===== config.mk =====
export PLATFORM = sky130hd
export DESIGN_NAME = seven_segment_monitor_flat
export DESIGN_NICKNAME = d
export VERILOG_FILES = /design/src/rtl/seven_segment_monitor_if.sv /design/src/rtl/seven_segment_monitor.sv /design/src/flat_wrapper.sv
export SDC_FILE = /design/constraint.sdc
export NUM_CORES = 1
export LEC_CHECK = 0
export CAP_MARGIN = 40
export CORE_MARGIN = 2
export CORE_UTILIZATION = 32
export CTS_BUF_LIST = sky130_fd_sc_hd__clkbuf_4
export CTS_CLUSTER_SIZE = 24
export DETAILED_ROUTE_END_ITERATION = 10
export GPL_TIMING_DRIVEN = 0
export SLEW_MARGIN = 25
export SYNTH_ARGS = -nofsm -noshare
export SYNTH_HDL_FRONTEND = slang
export SYNTH_SLANG_ARGS = --single-unit

===== constraint.sdc =====
create_clock -name clk -period 2.85 [get_ports clk]
set_clock_uncertainty 0.1 [all_clocks]
set_input_delay 0.285 -clock clk [delete_from_list [all_inputs] [get_ports clk]]
set_output_delay 0.285 -clock clk [all_outputs]
set_load 0.05 [all_outputs]

===== src/rtl/seven_segment_monitor_if.sv =====
// Seven-segment seconds bus as seen by the receive-side monitor.
// master: the side that drives the segment bus and observes the monitor results.
// slave:  the monitor itself.
interface seven_segment_monitor_if;
  logic [6:0] seg_in;
  logic [3:0] digit;
  logic       digit_valid;
  logic       step;
  logic       seq_err;
  logic       bad_pattern;
  logic [7:0] err_count;
  logic       stalled;

  modport master (
    output seg_in,
    input  digit, digit_valid, step, seq_err, bad_pattern, err_count, stalled
  );

  modport slave (
    input  seg_in,
    output digit, digit_valid, step, seq_err, bad_pattern, err_count, stalled
  );
endinterface


===== src/rtl/seven_segment_monitor.sv =====
// seven_segment_monitor: receive end of a seven-segment seconds display bus.
// Synchronises the asynchronous segment bus, filters glitches, decodes the
// pattern back to a digit and checks that accepted digits advance by +1 mod 10.
module seven_segment_monitor #(
  parameter int unsigned STABLE_CYCLES = 4,
  parameter int unsigned TIMEOUT       = 32'h0020_0000
) (
  input logic                    clk,
  input logic                    reset,
  seven_segment_monitor_if.slave bus
);

  localparam logic [7:0]  STABLE_MAX  = STABLE_CYCLES[7:0];
  localparam logic [23:0] TIMEOUT_MAX = TIMEOUT[23:0];

  typedef enum logic {
    UNLOCKED = 1'b0,
    LOCKED   = 1'b1
  } state_t;

  // Maps a segment pattern to {is_digit, digit}; blank and garbage give is_digit=0.
  function automatic logic [4:0] seg_decode(input logic [6:0] pat);
    logic [4:0] res;
    case (pat)
      7'h3F:   res = {1'b1, 4'd0};
      7'h06:   res = {1'b1, 4'd1};
      7'h5B:   res = {1'b1, 4'd2};
      7'h4F:   res = {1'b1, 4'd3};
      7'h66:   res = {1'b1, 4'd4};
      7'h6D:   res = {1'b1, 4'd5};
      7'h7D:   res = {1'b1, 4'd6};
      7'h07:   res = {1'b1, 4'd7};
      7'h7F:   res = {1'b1, 4'd8};
      7'h6F:   res = {1'b1, 4'd9};
      default: res = {1'b0, 4'd0};
    endcase
    return res;
  endfunction

  // Input path and filter state.
  logic [6:0]  sync1_q, sync2_q, prev_q, last_q;
  logic        have_last_q;
  logic [7:0]  stable_cnt_q, stable_cnt_d;
  logic        accept_s;
  logic [4:0]  dec_s;
  logic        is_digit_s, is_blank_s;
  logic [3:0]  dec_digit_s, next_digit_s;

  // Checker state and registered outputs.
  state_t      state_q;
  logic [3:0]  digit_q;
  logic        digit_valid_q, step_q, seq_err_q, bad_q, stalled_q;
  logic [7:0]  err_cnt_q, err_inc_s;
  logic [23:0] timer_q, timer_d;

  assign dec_s        = seg_decode(sync2_q);
  assign is_digit_s   = dec_s[4];
  assign dec_digit_s  = dec_s[3:0];
  assign is_blank_s   = (sync2_q == 7'h00);
  assign next_digit_s = (digit_q == 4'd9) ? 4'd0 : (digit_q + 4'd1);
  assign err_inc_s    = (err_cnt_q == 8'hFF) ? 8'hFF : (err_cnt_q + 8'd1);

  // Glitch filter: count consecutive unchanged cycles; accept a new pattern once it has held long enough.
  always_comb begin
    stable_cnt_d = 8'd0;
    if (sync2_q != prev_q) begin
      stable_cnt_d = 8'd0;
    end else if (stable_cnt_q >= STABLE_MAX) begin
      stable_cnt_d = STABLE_MAX;
    end else begin
      stable_cnt_d = stable_cnt_q + 8'd1;
    end
    accept_s = (stable_cnt_d == STABLE_MAX) && (!have_last_q || (sync2_q != last_q));
  end

  // Stall timer: runs only while locked with no new acceptance, saturating at the timeout.
  always_comb begin
    timer_d = 24'd0;
    if (accept_s || (state_q == UNLOCKED)) begin
      timer_d = 24'd0;
    end else if (timer_q == TIMEOUT_MAX) begin
      timer_d = TIMEOUT_MAX;
    end else begin
      timer_d = timer_q + 24'd1;
    end
  end

  // Two-flop synchroniser plus the filter history and last accepted pattern.
  always_ff @(posedge clk or posedge reset) begin
    if (reset) begin
      sync1_q      <= 7'h00;
      sync2_q      <= 7'h00;
      prev_q       <= 7'h00;
      stable_cnt_q <= 8'd0;
      last_q       <= 7'h00;
      have_last_q  <= 1'b0;
    end else begin
      sync1_q      <= bus.seg_in;
      sync2_q      <= sync1_q;
      prev_q       <= sync2_q;
      stable_cnt_q <= stable_cnt_d;
      if (accept_s) begin
        last_q      <= sync2_q;
        have_last_q <= 1'b1;
      end
    end
  end

  // Lock FSM: classifies each accepted pattern and produces pulses, error count and stall flag.
  always_ff @(posedge clk or posedge reset) begin
    if (reset) begin
      state_q       <= UNLOCKED;
      digit_q       <= 4'd0;
      digit_valid_q <= 1'b0;
      step_q        <= 1'b0;
      seq_err_q     <= 1'b0;
      bad_q         <= 1'b0;
      err_cnt_q     <= 8'd0;
      timer_q       <= 24'd0;
      stalled_q     <= 1'b0;
    end else begin
      step_q    <= 1'b0;
      seq_err_q <= 1'b0;
      bad_q     <= 1'b0;
      timer_q   <= timer_d;
      stalled_q <= (timer_d == TIMEOUT_MAX);
      if (accept_s) begin
        if (is_digit_s) begin
          // A mismatching digit becomes the new reference without dropping lock.
          if (state_q == LOCKED) begin
            if (dec_digit_s == next_digit_s) begin
              step_q <= 1'b1;
            end else begin
              seq_err_q <= 1'b1;
              err_cnt_q <= err_inc_s;
            end
          end
          state_q       <= LOCKED;
          digit_q       <= dec_digit_s;
          digit_valid_q <= 1'b1;
        end else if (is_blank_s) begin
          state_q       <= UNLOCKED;
          digit_valid_q <= 1'b0;
        end else begin
          state_q       <= UNLOCKED;
          digit_valid_q <= 1'b0;
          bad_q         <= 1'b1;
          err_cnt_q     <= err_inc_s;
        end
      end
    end
  end

  assign bus.digit       = digit_q;
  assign bus.digit_valid = digit_valid_q;
  assign bus.step        = step_q;
  assign bus.seq_err     = seq_err_q;
  assign bus.bad_pattern = bad_q;
  assign bus.err_count   = err_cnt_q;
  assign bus.stalled     = stalled_q;

endmodule


===== src/flat_wrapper.sv =====
// flat-port wrapper written by rule: the top's interface ports become plain ports
module seven_segment_monitor_flat 
#(
  parameter int unsigned STABLE_CYCLES = 4,
  parameter int unsigned TIMEOUT       = 32'h0020_0000
)
  (clk, reset, bus_seg_in, bus_digit, bus_digit_valid, bus_step, bus_seq_err, bus_bad_pattern, bus_err_count, bus_stalled);
  seven_segment_monitor_if bus_i ();
  input logic clk;
  input logic reset;
  input wire logic [$bits(bus_i.seg_in)-1:0] bus_seg_in;
  output wire logic [$bits(bus_i.digit)-1:0] bus_digit;
  output wire logic [$bits(bus_i.digit_valid)-1:0] bus_digit_valid;
  output wire logic [$bits(bus_i.step)-1:0] bus_step;
  output wire logic [$bits(bus_i.seq_err)-1:0] bus_seq_err;
  output wire logic [$bits(bus_i.bad_pattern)-1:0] bus_bad_pattern;
  output wire logic [$bits(bus_i.err_count)-1:0] bus_err_count;
  output wire logic [$bits(bus_i.stalled)-1:0] bus_stalled;
  assign bus_i.seg_in = bus_seg_in;
  assign bus_digit = bus_i.digit;
  assign bus_digit_valid = bus_i.digit_valid;
  assign bus_step = bus_i.step;
  assign bus_seq_err = bus_i.seq_err;
  assign bus_bad_pattern = bus_i.bad_pattern;
  assign bus_err_count = bus_i.err_count;
  assign bus_stalled = bus_i.stalled;
  seven_segment_monitor #(.STABLE_CYCLES(STABLE_CYCLES), .TIMEOUT(TIMEOUT)) u_core (.clk(clk), .reset(reset), .bus(bus_i));
endmodule

==> metrics.md <==
| Metric | Value |
|---|---|
| Slew Limit Fails | `0` |
| Max-Slew Margin vs Limit | `56.21%` |
| Dpl ws | `-0.09007 ns` |
| Critical-path cell list | `buf_8, and3_1, clkbuf_1, a22o_2, nor4_1, a2111oi_4, buf_4, o31ai_1, o31ai_2` |
| DRT Pass-1 Iters | `4` |
| DP HPWL | `6237 µm` |
| End-of-flow core utilization | `37.90%` |
| I/O Pins | `26` |
| Area growth syn-to-layout | `17.28%` |
| Post-route cell area | `0.004960 mm²` |
| Initial Utilization | `32.32%` |
| CP Depth | `9` |
| CP bufs+invs | `3` |
| Arrival time worst endpoint | `2.89 ns` |
| Vias in the first global route | `3,228` |
| Worst EP required | `3.07 ns` |
| Clock latency at the later pin of the worst-skew pair | `around 0.44 ns` |
| CP top delay family | `simple AND/OR/NAND/NOR gates` |
| Slew @ Worst Pin | `0.6509 ns` |
| Sw Ratio | `about 31%` |
| CTS tree | `done` |
| Routed Antenna Nets | `0` |
| Nets | `489` |
| GR Util met1 | `17.65%` |
| Vias per cell | `roughly 4.9` |
| Final WL | `8891 µm` |
| Sw Pwr | `656.8 µW` |
| Max Clock Freq | `374.3 MHz` |
| Row cnt | `42` |
| GR Util met2 | `between 20% and 30%` |
| Clock slew at reported path FFs | `0.15 ns` |
| CP max FO | `9` |
| Yosys cell types | `75` |
| Critical Path Start Type | `register` |
| Seq/Total Area, Yosys | `46.15%` |
| Setup TNS | `0 ns` |
| Register bit total from synthesis | `78` |
| CTS Sinks | `78` |
| Reg power frac | `~57%` |
| RSZ-0062 raised after global routing | `no` |
| Top FF cell, synth | `dfrtp_1` |
| Worst-path cell with the longest stage delay | `nor4_1` |
| Via count | `between 3,000 and 4,000` |
| GRT overflow | `0` |
| Power Density | `427.3 mW/mm²` |
| Final Setup Violations | `0` |
| Reg2Reg Depth | `9` |
| # H-tree levels | `3` |
| Core ar. | `0.01309 mm²` |
| CTS Buffer Depth | `2` |
| Ys async rst share | `100.0%` |
| Pint | `around 1.5 mW` |
| GR Layer Usage met3 | `2.299%` |
| Mapped Area | `0.004229 mm²` |
| GP Congestion | `0.8393` |
| Yosys warns | `0` |
| Synth area leader | `dfrtp_1` |
| Max-Cap Viols | `0` |
| Max incr delay on CP | `0.60 ns` |
| Top Usage Layer GRT | `met2` |
| Initial antenna violation count | `1` |
| Clock network power share | `29.7%` |
| Post-synth EDFFs | `0` |
| Peak VDD IR | `0.1329 mV` |
| Die ar. | `0.01415 mm²` |
| Yosys top cell area share | `between 40% and 50%` |
| Status | `complete, no violations` |
| FF-to-FF setup slack | `~0.18 ns` |
| Area contributors post-synth | `dfrtp_1 46%, xor2_1 4.3%, nand2_1 4.3%, nor2_1 3.9%, xnor2_1 3.5%` |
| Num CTS Buffers | `9` |
| # DRC | `0` |
| Die height | `119.0 µm` |
| Root buffer cell | `clkbuf_4` |
| Final worst slack | `0.1786 ns` |
| PortBufs | `25` |
| Routed length per instance | `13.53 µm` |
| Layout cells sized above 1 | `between 10% and 20%` |
| Leak Pwr | `2.044 nW` |
| Comb pwr share | `a little over an eighth` |
| Final hold viol count | `0` |
| Final period utilization | `93.73%` |
| Avg Inst Size Synth | `9.835 µm²` |
| Largest net degree at the start of global routing | `54` |
| Tmin final | `between 2 and 3 ns` |
| DP Area | `0.004745 mm²` |
| Initial DRC count | `353` |
| Total GRT Usage | `13.42%` |
| Endpoint class of the critical path | `register` |
| Global-route wire length before repair | `15,490 µm` |
| CP Class | `reg -> reg` |
| Syn Inst Count | `430` |
| HP Class | `in -> async` |
| Die X | `119.0 µm` |
[cell usage after synthesis, drive strengths merged (5+ instances only)]
cell type,count
a21oi,12
nor3,12
nand3,21
a31oi,7
xnor2,17
dfrtp,78
inv,15
xor2,21
ha,5
nor4,12
and3,11
o21ai,7
nor2,47
buf,18
clkbuf,8
o31ai,6
nand2,49
nand2b,5
nand4,11
nor3b,6
[power by group through the flow]
stage	clock network (mW)	logic, mW	registers, mW
2_1_floorplan	0	0.151	1.27
3_3_place_gp	0	0.269	1.23
3_5_place_dp	0	0.277	1.23
4_1_cts	0.651	0.281	1.21
5_1_grt	0.703	0.312	1.22
6_report	0.629	0.282	1.21
[worst reg2reg max path, delay by kind of cell (launching register included)]
kind	cells	cell delay (ns)
compound gates	4	0.73
buf+inv	3	0.52
flops	1	0.42
simple gates	2	0.78
[per-stage QoR]
step	hold WS [ns]	std cells	total power, mW
2_1_floorplan	0.2164	434	1.417
3_3_place_gp	0.2345	635	1.497
3_5_place_dp	0.2347	636	1.507
4_1_cts	0.04465	652	2.141
5_1_grt	0.04302	657	2.231
6_report	0.05334	657	2.119
[per-layer routing]
layer,vias to the layer above,wire (µm)
met5,-,0
met1,1509,4175
met3,13,266
met2,67,4285
li1,1605,-
met4,0,163
[worst paths after layout]
| check | start | endpoint |
|---|---|---|
| min in group clk | bus_seg_in[2] | u_core.sync1_q[2]$_DFF_PP0_ |
| hold / removal | reset | u_core.sync2_q[6]$_DFF_PP0_ |
| setup reg to reg | u_core.sync2_q[3]$_DFF_PP0_ | u_core.bus.err_count[7]$_DFFE_PP0P_ |
| max in group asynchronous | reset | u_core.timer_q[13]$_DFF_PP0_ |
| setup / recovery | u_core.sync2_q[3]$_DFF_PP0_ | u_core.bus.err_count[7]$_DFFE_PP0P_ |
| hold reg to reg | u_core.sync1_q[6]$_DFF_PP0_ | u_core.sync2_q[6]$_DFF_PP0_ |
[area by class of cell]
type,instances,area (µm²)
clock inverter,7,55.05
inverter,15,58.81
buffer,25,162.7
antenna,1,2.502
timing repair buffer,31,315.3
tap,176,220.2
clock buffer,9,67.56
sequential,78,1953
fill,1253,8125
multi-input combinational,315,2125
[kinds of logic after synthesis]
kind of cell             share of synthesized area (%)
AO/OA/AOI/OAI                                    12.96
XOR/XNOR                                         7.870
adder cells (fa/ha/maj)                          1.479
buffers and inverters                            5.118
flip-flops                                       46.15
multiplexers                                     1.243
other                                          0.08867
AND/OR/NAND/NOR                                  25.09
[state kept, by name (all words and copies together), names as in the netlist]
register,count
u_core.have_last_q,1
u_core.bus.bad_pattern,1
u_core.timer_q,24
u_core.prev_q,7
u_core.bus.seq_err,1
u_core.bus.stalled,1
u_core.last_q,7
u_core.sync2_q,7
u_core.bus.digit,4
u_core.bus.err_count,8
u_core.bus.digit_valid,1
u_core.stable_cnt_q,8
u_core.bus.step,1
u_core.sync1_q,7
[what timing repair did]
action	in CTS	in global routing
resized for setup	1	13
buffers inserted	0	5
pin swaps	0	3
hold buffers	0	0
setup endpoints to repair	15	35
[cell usage in the layout (no fill, tap or decap), types with 3 or more instances in the layout]
cell,instances
nor3b_1,5
o211ai_1,3
and2_1,4
nand4_1,11
buf_2,7
buf_4,12
clkbuf_1,6
and3_2,3
clkdlybuf4s50_1,25
or4_1,3
a41o_1,4
xor2_1,21
nand3_1,18
nor2_1,43
mux2i_1,3
o22ai_1,3
nand2b_1,5
nand2_1,48
xnor2_1,17
and3_1,8
ha_1,5
o21ai_0,5
nor4_1,8
nand3_2,3
or3_1,3
dfrtp_1,77
clkbuf_4,11
o31ai_1,4
inv_1,14
conb_1,5
a21oi_1,10
nor3_1,11
a31oi_1,7
Note: power is estimated with default switching activity, not from simulation.
